`config.mk`:
```
export PLATFORM = sky130hd
export DESIGN_NAME = ballot_unit
export DESIGN_NICKNAME = d
export VERILOG_FILES = /design/src/rtl/ballot_unit.sv
export SDC_FILE = /design/constraint.sdc
export NUM_CORES = 1
export LEC_CHECK = 0
export CAP_MARGIN = 20
export CORE_AREA = 2 2 73 75
export CTS_BUF_LIST = sky130_fd_sc_hd__clkbuf_2 sky130_fd_sc_hd__clkbuf_4 sky130_fd_sc_hd__clkbuf_8
export DETAILED_ROUTE_END_ITERATION = 10
export DIE_AREA = 0 0 75 77
export RECOVER_POWER = 25
export SLEW_MARGIN = 20
export SYNTH_ARGS = -nofsm -noshare
export SYNTH_HDL_FRONTEND = slang
export SYNTH_SLANG_ARGS = --single-unit
```
`constraint.sdc`:
```
create_clock -name clock -period 4.2 [get_ports clock]
set_input_delay 0.84 -clock clock [delete_from_list [all_inputs] [get_ports clock]]
set_output_delay 0.84 -clock clock [all_outputs]
set_load 0.05 [all_outputs]
```
`src/rtl/ballot_unit.sv`:
```
// Voting-booth front end: synchronises and debounces four candidate buttons and
// turns one armed ballot into a single valid-vote or spoil strobe.
module ballot_unit #(
  parameter int DEBOUNCE_CYCLES = 16,
  parameter int CNT_W           = 5
) (
  input  logic       clock,
  input  logic       reset,
  input  logic       mode,
  input  logic       arm,
  input  logic       btn1,
  input  logic       btn2,
  input  logic       btn3,
  input  logic       btn4,
  output logic       vv1,
  output logic       vv2,
  output logic       vv3,
  output logic       vv4,
  output logic       spoil,
  output logic       ready,
  output logic [7:0] ballots
);

  typedef enum logic [1:0] {IDLE, ARMED, WAIT_REL} state_t;

  localparam logic [CNT_W-1:0] CNT_MAX = CNT_W'(DEBOUNCE_CYCLES - 1);

  logic [3:0]       btn_raw;
  logic [3:0]       sync_p0;
  logic [3:0]       sync_p1;
  logic [3:0]       db;
  logic [3:0]       db_prev;
  logic [CNT_W-1:0] cnt [4];
  logic [3:0]       rise;

  state_t     state_q;
  state_t     state_d;
  logic [3:0] vote_d;
  logic [3:0] vote_q;
  logic       spoil_d;
  logic       spoil_q;
  logic       count_d;

  assign btn_raw = {btn4, btn3, btn2, btn1};

  // Stage p0/p1: two-flop synchroniser, then per-button debounce counter
  always_ff @(posedge clock) begin
    if (reset) begin
      sync_p0 <= '0;
      sync_p1 <= '0;
      db      <= '0;
      db_prev <= '0;
      for (int i = 0; i < 4; i++) cnt[i] <= '0;
    end else begin
      sync_p0 <= btn_raw;
      sync_p1 <= sync_p0;
      db_prev <= db;
      for (int i = 0; i < 4; i++) begin
        if (sync_p1[i] == db[i]) begin
          cnt[i] <= '0;
        end else if (cnt[i] == CNT_MAX) begin
          db[i]  <= sync_p1[i];
          cnt[i] <= '0;
        end else begin
          cnt[i] <= cnt[i] + 1'b1;
        end
      end
    end
  end

  assign rise = db & ~db_prev;

  // Ballot FSM: a press counts only if it is the sole button down in ARMED
  always_comb begin
    state_d = state_q;
    vote_d  = '0;
    spoil_d = 1'b0;
    count_d = 1'b0;
    case (state_q)
      IDLE: begin
        if (arm) state_d = ARMED;
      end
      ARMED: begin
        if (rise != 4'b0000) begin
          state_d = WAIT_REL;
          if ($onehot(rise) && (db == rise)) begin
            vote_d  = rise;
            count_d = 1'b1;
          end else begin
            spoil_d = 1'b1;
          end
        end
      end
      WAIT_REL: begin
        if (db == 4'b0000) state_d = IDLE;
      end
      default: state_d = IDLE;
    endcase
    if (mode) begin
      state_d = IDLE;
      vote_d  = '0;
      spoil_d = 1'b0;
      count_d = 1'b0;
    end
  end

  // Stage p2: registered strobes and ballot tally
  always_ff @(posedge clock) begin
    if (reset) begin
      state_q <= IDLE;
      vote_q  <= '0;
      spoil_q <= 1'b0;
      ballots <= '0;
    end else begin
      state_q <= state_d;
      vote_q  <= vote_d;
      spoil_q <= spoil_d;
      ballots <= ballots + {7'd0, count_d};
    end
  end

  assign vv1   = vote_q[0];
  assign vv2   = vote_q[1];
  assign vv3   = vote_q[2];
  assign vv4   = vote_q[3];
  assign spoil = spoil_q;
  assign ready = (state_q == ARMED);

endmodule
```
==> impl_metrics.tcl, run 1 <==
set metrics [dict create \
    seq_area_mm2 0.00122 \
    power_density_mw_per_mm2 332 \
    clock_latency_ns 0.30 \
    core_area_mm2 0.00498 \
    path_max_fanout 6 \
    max_stage_delay_ns 0.45 \
    grt_max_degree 23 \
    arrival_ns 3.54 \
    grt_use_total 0.127 \
    slew_headroom 0.442 \
    stdcell_count 310 \
    clock_path_buffers 2 \
    synth_area_per_cell_um2 11.2 \
    fp.dieW_um 75 \
    postCtsSetupBuffers 0 \
    dr.pass1.iters 4 \
    io_buffer_count 21 \
    slowest_stage "fa_1" \
    diodes 0 \
    cp_common_cell "ha_1" \
    drc 0 \
    gp_congestion 0.749 \
    cts_tree "yes" \
    root_buffer "clkbuf_8" \
    finalNetCount 261 \
    routedWlPerCell_um 10.5 \
    cts_resized 0 \
    dp_slack_ns 0.898 \
    outcome "finished, final reports clean" \
    endpoint_kind "register" \
    syn-cell-area_mm2 0.00219 \
    worst_slack_ns 0.895 \
    ios 22 \
    path_clk_slew_ns 0.09 \
    wl_mm 3.24 \
    placed_cells 302 \
    viasPerCell 4.46 \
    die_h_um 77 \
    rows 26 \
    drt_iter0_drc 51 \
    cts_num_sinks 51 \
    cts_buffers 5 \
    yosysSeqAreaShare 0.557 \
    synth_seq_cells 51 \
    worst_pin_slew_ns 0.835 \
    skew_ns 0.00745 \
    crit_chain "nor2b_1, fa_1, ha_1, ha_1, nor3b_1, nand3_1, nor4b_4, ha_1, ha_1, nand3_1, or3_1, a21oi_1" \
    grt_pass1_wl_mm 5.62 \
    min_path_type "reg -> reg" \
    startpoint_type "register" \
    vias 1382 \
    synthCells 195 \
    first_global_vias 1264 \
    dieArea_mm2 0.00578 \
    nFillCells 445 \
    setup_viol 0 \
    dp_hpwl_mm 2.31 \
    drive_gt1_frac 0.0583 \
    worstPathRequired_ns 4.43 \
    syn_to_final_growth_pct 20.6 \
    rsz0062_at_grt "no" \
    cts_max_level 2 \
    leakagePower_nw 1.05 \
    multi_input_area_um2 972 \
    max_clock_freq_mhz 303 \
    period_share 0.787 \
    final.setup.tns_ns 0 \
    ys_warn_count 0 \
    critPathKind "reg -> reg" \
    peakVddDrop_mv 0.231 \
    drtAntennaViolNets 0 \
    slew_viol_final 0 \
    finalCriticalPeriod_ns 3.31 \
    postCtsHoldBufs 0 \
    initial_core_util 0.440 \
    hold_viol 0 \
    overflow 0 \
    synth_cell_types 31 \
    antenna_found_initial 0 \
    cap_viol_max_count 0 \
]
-- final timing paths --
check	cells after the start	end	startpoint	slack, ns
hold / removal	1	sync_p1[1]	sync_p0[1]	0.45
setup reg to reg	12	ballots[6]	db[1]	0.89
setup / recovery	12	ballots[6]	db[1]	0.89
hold reg to reg	1	sync_p1[1]	sync_p0[1]	0.45
-- worst max-delay path, delay by kind of cell, from the launching register on --
family          cells  cell delay, ns
compound gates      1            0.14
fa+ha+maj           5            1.37
flops               1            0.43
simple gates        6            1.32
-- cell usage in the layout, fill, tap and decap left out, types with 3 or more instances in the layout --
master           count
and3_1               5
clkbuf_8             7
nor3_1               3
xor2_1               6
edfxtp_1            20
nor2_1              29
o21ai_0              4
or3_1                3
nand3_1              9
or3_4                4
xnor2_1              9
conb_1              20
mux2i_1              4
nor2b_1             17
dfxtp_1             31
clkdlybuf4s50_1     20
nand2_1              3
ha_1                13
a21oi_1              3
inv_1               12
nand2b_1             3
-- cells in the mapped netlist --
library cell	n	share of area
a22oi_1	2	0.0068
o41ai_1	1	0.0040
nor2b_1	17	0.049
and3_1	5	0.014
a22o_1	1	0.0040
dfxtp_1	31	0.28
a21oi_1	3	0.0068
clkbuf_1	1	0.0017
nor4b_4	1	0.011
nor3b_1	2	0.0068
mux2i_1	4	0.018
conb_1	1	0.0017
or3_4	4	0.021
buf_6	1	0.0051
nand4_1	2	0.0057
nor2_1	29	0.050
nor4b_1	1	0.0040
or3_1	3	0.0086
nand3_1	9	0.021
nand2_1	3	0.0051
nand2b_1	3	0.0086
xor2_1	6	0.024
buf_2	2	0.0046
o21ai_0	4	0.0091
inv_1	12	0.021
nor3_1	3	0.0068
xnor2_1	9	0.036
nor4b_2	1	0.0068
ha_1	13	0.074
fa_1	1	0.0091
edfxtp_1	20	0.27
-- power by group --
part           switching (mW)  leakage (nW)  total (mW)  internal, mW
sequential            0.00717         0.458       0.533         0.526
clock                   0.148        0.0549       0.305         0.157
combinational          0.0206         0.537      0.0395        0.0190
-- final cells by class --
class                           instances  share of cell area
Timing Repair Buffer                   22              0.0809
Clock buffer                            8              0.0393
Sequential cell                        51               0.462
Tap cell                               70              0.0331
Inverter                               12              0.0170
Multi-Input combinational cell        147               0.368
-- cell families after synthesis --
group,after synthesis,synth area share
multiplexers,4,0.0183
AND/OR/NAND/NOR,83,0.217
XOR/XNOR,15,0.0599
flip-flops,51,0.557
buffers and inverters,16,0.0320
AO/OA/AOI/OAI,11,0.0308
adder cells (fa/ha/maj),14,0.0833
other,1,0.00171
-- per-stage QoR --
step / util / hold WS (ns) / instance area, um2 / power (mW)
floorplan: - / 0.414 / 2260 / 0.571
finish: 0.531 / 0.448 / 2640 / 0.878
detailed placement: 0.511 / 0.427 / 2540 / 0.585
global route: 0.531 / 0.467 / 2640 / 0.917
CTS: 0.532 / 0.452 / 2650 / 0.893
global placement: 0.511 / 0.418 / 2540 / 0.585
-- registers in the layout, summed over array words and instances (netlist names) --
register  flops
sync_p0       4
state_q       2
cnt          20
vote_q        4
spoil         1
db            4
ballots       8
db_prev       4
sync_p1       4
-- per-layer routing --
layer | GRT usage | up-vias | share of wire
li1 | - | 731 | -
met1 | 0.181 | 622 | 0.52
met2 | 0.172 | 25 | 0.41
met3 | 0.0434 | 4 | 0.050
met4 | 0.0589 | 0 | 0.014
met5 | 0 | - | 0
Power figures use the tool's default switching activity.
==> run 2, diff against run 1 <==
==> constraint.sdc (replaced) <==
create_clock -name clock -period 3.1 [get_ports clock]
set_input_delay 0.62 -clock clock [delete_from_list [all_inputs] [get_ports clock]]
set_output_delay 0.62 -clock clock [all_outputs]
set_load 0.05 [all_outputs]
==> run 2 against run 1 <==
Final cell count up 2.9%. Critical path depth grew 1. Sequential cell count unchanged. Worst setup slack got worse by 0.89 ns. Combinational power is 38% higher. Critical endpoint unchanged.
==> impl_metrics.tcl, run 2 (synthesis results as in run 1) <==
set metrics [dict create \
    outcome "finished, final reports clean" \
    multi_input_area_mm2 0.00105 \
    reg2reg_to "ballots[6]" \
    finalCriticalPeriod_ns 3.09 \
    startpoint_type "register" \
    clock_latency_ns 0.30 \
    dieArea_mm2 0.00578 \
    max_clock_freq_mhz 323 \
    cap_viol_max_count 0 \
    drt_iter0_drc 59 \
    root_buffer "clkbuf_8" \
    routedWlPerCell_um 10.1 \
    min_path_type "reg -> reg" \
    cts_tree "yes" \
    p_total_mw 1.31 \
    cts_num_sinks 51 \
    skew_ns 0.00558 \
    r2r-start "db_prev[3]" \
    ff2ff_path_depth 13 \
    stdcell_count 319 \
    viasPerCell 4.47 \
    die_h_um 77 \
    wl_mm 3.23 \
    final_cell_mix "nor2_1, dfxtp_1, clkdlybuf4s50_1" \
    overflow 0 \
    fp.dieW_um 75 \
    arrival_ns 3.33 \
    placed_cells 310 \
    worstPathRequired_ns 3.34 \
    setup_viol 0 \
    io_buffer_count 21 \
    worstHoldEndpoint "sync_p1[3]" \
    max_flop_register "cnt" \
    first_global_vias 1227 \
    grt_use_total 0.126 \
    slew_viol_final 0 \
    hold_viol 0 \
    finalNetCount 270 \
    whs_ns 0.442 \
    drtAntennaViolNets 0 \
    rsz0062_at_grt "yes" \
    peakVddDrop_mv 0.318 \
    hold_depth 1 \
    power_density_mw_per_mm2 465 \
    path_max_fanout 2 \
    dr.pass1.iters 4 \
    worst_pin_slew_ns 0.697 \
    largest_registers "cnt (20), ballots (8)" \
    nFillCells 466 \
    cts_max_level 2 \
    period_share 0.998 \
    rows 26 \
    largest_register_ffs 20 \
    core_area_mm2 0.00498 \
    endpoint_kind "register" \
    slew_headroom 0.534 \
    final_util 0.567 \
    critPathKind "reg -> reg" \
    ios 22 \
    cts_buffers 5 \
    drc 0 \
    min_from "sync_p0[3]" \
    gp_congestion 0.740 \
    grt_pass1_wl_mm 5.46 \
    clock_path_buffers 2 \
    leakagePower_nw 1.10 \
    initial_core_util 0.440 \
    diodes 0 \
    drive_gt1_frac 0.149 \
    syn_to_final_growth_pct 28.8 \
    vias 1425 \
    dp_hpwl_mm 2.32 \
    grt_max_degree 19 \
    path_clk_slew_ns 0.09 \
    seq_area_mm2 0.00122 \
    antenna_found_initial 0 \
    r2r_setup_slack_ns 0.007 \
]
[run 2: cell count changes in the layout (fill, tap and decap cells not counted), sizes merged]
cell / delta
buf: +10
bufinv: +2
clkbuf: -4
clkdlybuf4s50: +1
clkinvlp: +1
dlygate4sd3: -1
[run 2: worst max-delay path by stage]
stage,cells past startpoint,startpoint,slack [ns],end
after floorplan,12,db[1],0.02,ballots[6]
after global placement,13,db_prev[0],0.06,ballots[6]
after detailed placement,13,db_prev[0],-0.05,ballots[6]
after CTS,13,db_prev[0],0.02,ballots[6]
after global routing,13,db_prev[3],-0.14,ballots[6]
final,13,db_prev[3],0.007,ballots[6]
[run 2: timing repair]
action | in CTS | in global routing
setup buffers | 0 | 1
hold buffers | 0 | 0
gates resized for setup | 3 | 12
endpoints found under the setup margin | 1 | 4
pin swaps | 3 | 8
[run 2: metrics by stage]
step	TNS (ns)	setup slack [ns]	cell area [um2]
2_1_floorplan	0	0.0239	2270
3_3_place_gp	0	0.0560	2610
3_5_place_dp	-0.0545	-0.0545	2610
4_1_cts	0	0.0192	2760
5_1_grt	-0.310	-0.137	2820
6_report	0	0.00689	2820
[run 2: power by group]
group,internal [mW],leakage (nW),switching (mW)
logic,0.0268,0.576,0.0279
registers,0.713,0.459,0.00954
clock network,0.322,0.0644,0.214
[run 2: cell type report]
cell class / instances / share of cell area
Sequential cell: 51 / 0.433
Multi-Input combinational cell: 147 / 0.370
Timing Repair Buffer: 31 / 0.101
Tap cell: 70 / 0.0310
Clock inverter: 3 / 0.0239
Clock buffer: 5 / 0.0244
Inverter: 12 / 0.0160
[run 2: layer usage]
| metal | part of all wire | track usage |
|---|---|---|
| met1 | 0.51 | 0.177 |
| met2 | 0.41 | 0.168 |
| met3 | 0.053 | 0.0473 |
| met4 | 0.019 | 0.0589 |
| met5 | 0 | 0 |
[run 2: worst max-delay path, stage by stage (launching register included)]
cell and delay [ns]:
dfxtp_2 0.33, nand2b_4 0.12, inv_2 0.04, fa_1 0.54, ha_2 0.20, ha_4 0.20, nor3b_4 0.22, nand3_2 0.13
nor4b_4 0.31, ha_2 0.26, ha_4 0.14, nand3_2 0.07, or3_1 0.35, a21oi_1 0.12
==> run 3, diff against run 2 <==
--- a/config.mk
+++ b/config.mk
@@ -10,6 +10,7 @@
 export CTS_BUF_LIST = sky130_fd_sc_hd__clkbuf_2 sky130_fd_sc_hd__clkbuf_4 sky130_fd_sc_hd__clkbuf_8
 export DETAILED_ROUTE_END_ITERATION = 10
 export DIE_AREA = 0 0 75 77
+export DONT_BUFFER_PORTS = 1
 export RECOVER_POWER = 25
 export SLEW_MARGIN = 20
 export SYNTH_ARGS = -nofsm -noshare
==> run 3 against run 2 <==
The run now ends with setup timing left. Routed wire length up 6.0%. Via count down 4.4%. Clock-buffer cell count did not move. Largest cell class unchanged.
==> impl_metrics.tcl, run 3 (synthesis results as in run 1) <==
set metrics [dict create \
    outcome "finished with violations" \
    violations "setup timing" \
    clock_latency_ns 0.30 \
    fp.dieW_um 75 \
    drive_gt1_frac 0.162 \
    hold_viol 0 \
    wl_mm 3.43 \
    worst_pin_slew_ns 0.697 \
    final.setup.tns_ns -0.0457 \
    cts_max_level 2 \
    min_path_type "in -> reg" \
    final_util 0.522 \
    power_density_mw_per_mm2 469 \
    slew_viol_final 0 \
    first_global_vias 1300 \
    grt_util_met3 0.0407 \
    final_cell_mix "nor2_1, dfxtp_1, edfxtp_1, conb_1, nor2b_1" \
    use_met2 0.194 \
    setup_viol 1 \
    diodes 0 \
    viasPerCell 4.56 \
    cap_viol_max_count 0 \
    hold_depth 1 \
    dieArea_mm2 0.00578 \
    r2r-start "db_prev[3]" \
    crit_end "ballots[6]" \
    p_total_mw 1.22 \
    dr.pass1.iters 4 \
    gp_congestion 0.737 \
    grt_pass1_wl_mm 5.80 \
    peakVddDrop_mv 0.322 \
    startpoint_type "register" \
    drt_iter0_drc 66 \
    reg2reg_to "ballots[6]" \
    path_max_fanout 2 \
    grt_max_degree 32 \
    overflow 0 \
    max_clock_freq_mhz 318 \
    largest_register_ffs 20 \
    cts_num_sinks 51 \
    endpoint_kind "register" \
    grt_use_total 0.131 \
    syn_to_final_growth_pct 18.6 \
    cp-startpoint "db_prev[3]" \
    rsz0062_at_grt "yes" \
    core_area_mm2 0.00498 \
    drtAntennaViolNets 0 \
    dp_slack_ns -0.0729 \
    io_buffer_count 0 \
    finalNetCount 250 \
    grt_use_met1 0.173 \
    slowest_stage "fa_1" \
    die_h_um 77 \
    routedWlPerCell_um 11.5 \
    dp_hpwl_mm 2.34 \
    cts_tree "yes" \
    cts_buffers 5 \
    leakagePower_nw 1.01 \
    busiest_layer "met2" \
    path_clk_slew_ns 0.09 \
    largest_registers "cnt (20), ballots (8)" \
    antenna_found_initial 0 \
    critPathKind "reg -> reg" \
    arrival_ns 3.37 \
    ff2ff_path_depth 13 \
    period_share 1.01 \
    rows 26 \
    worst_slack_ns -0.0457 \
    r2r_setup_slack_ns -0.05 \
    crit_chain "nand2b_4, inv_2, fa_1, ha_2, ha_4, nor3b_4, nand3_2, nor4b_4, ha_2, ha_4, nand3_2, or3_1, a21oi_1" \
    clock_path_buffers 2 \
    max_stage_delay_ns 0.54 \
    worstPathRequired_ns 3.33 \
    slew_headroom 0.534 \
    vias 1363 \
    max_flop_register "cnt" \
    root_buffer "clkbuf_8" \
    initial_core_util 0.440 \
    skew_ns 0.00765 \
    ios 22 \
    finalCriticalPeriod_ns 3.15 \
    drc 0 \
]
## run 3: cell count changes in the layout (fill, tap and decap cells not counted), sizes merged
cell | before | now
clkinvlp | 1 | 0
bufinv | 2 | 1
clkbuf | 5 | 7
clkdlybuf4s50 | 21 | 0
clkinv | 0 | 2
buf | 10 | 9
## run 3: stage by stage
step                      cell area [um2]  std cells  hold slack [ns]
final                                2600        299            0.380
after global routing                 2600        299            0.362
after CTS                            2510        297            0.368
after detailed placement             2400        289            0.428
after global placement               2400        289            0.431
after floorplan                      2270        214            0.414
## run 3: how the worst min path moves through the flow
stage	from	slack [ns]	to
detailed placement	sync_p0[0]	0.43	sync_p1[0]
global route	reset	0.36	db_prev[0]
global placement	sync_p0[3]	0.43	sync_p1[3]
floorplan	sync_p0[0]	0.41	sync_p1[0]
finish	reset	0.38	db_prev[0]
CTS	reset	0.37	ballots[7]
## run 3: where the power goes
part	total [mW]	internal [mW]	switching (mW)
logic	0.0385	0.0183	0.0202
clock network	0.457	0.241	0.217
registers	0.722	0.713	0.00963
total	1.22	0.972	0.246
## run 3: area by class of cell
cell class	count	area (um2)
flip-flops and latches	51	1220
repair buffers	11	78.8
clock buffers	5	68.8
inverters	12	45.0
fillers	462	2380
well taps	70	87.6
multi-input cells	147	1050
clock inverters	3	43.8
## run 3: timing repair
action / 4_1_cts / 5_1_grt
endpoints found under the setup margin: 2 / 4
gates resized for setup: 1 / 17
pin swaps: 1 / 8
hold endpoints to repair: 0 / 0
hold buffers: 0 / 0
setup buffers: 0 / 3
## run 3: layer usage
layer | vias to the layer above | share of wire
met5 | - | 0
met4 | 0 | 0.015
li1 | 706 | -
met1 | 624 | 0.49
met2 | 29 | 0.44
met3 | 4 | 0.052
## run 3: critical path: cells and delay by family (launching register included)
kind	cells	cell delay (ns)
buffers and inverters	1	0.04
AO/OA/AOI/OAI	1	0.12
adder cells (fa/ha/maj)	5	1.37
AND/OR/NAND/NOR	6	1.21
flip-flops	1	0.34
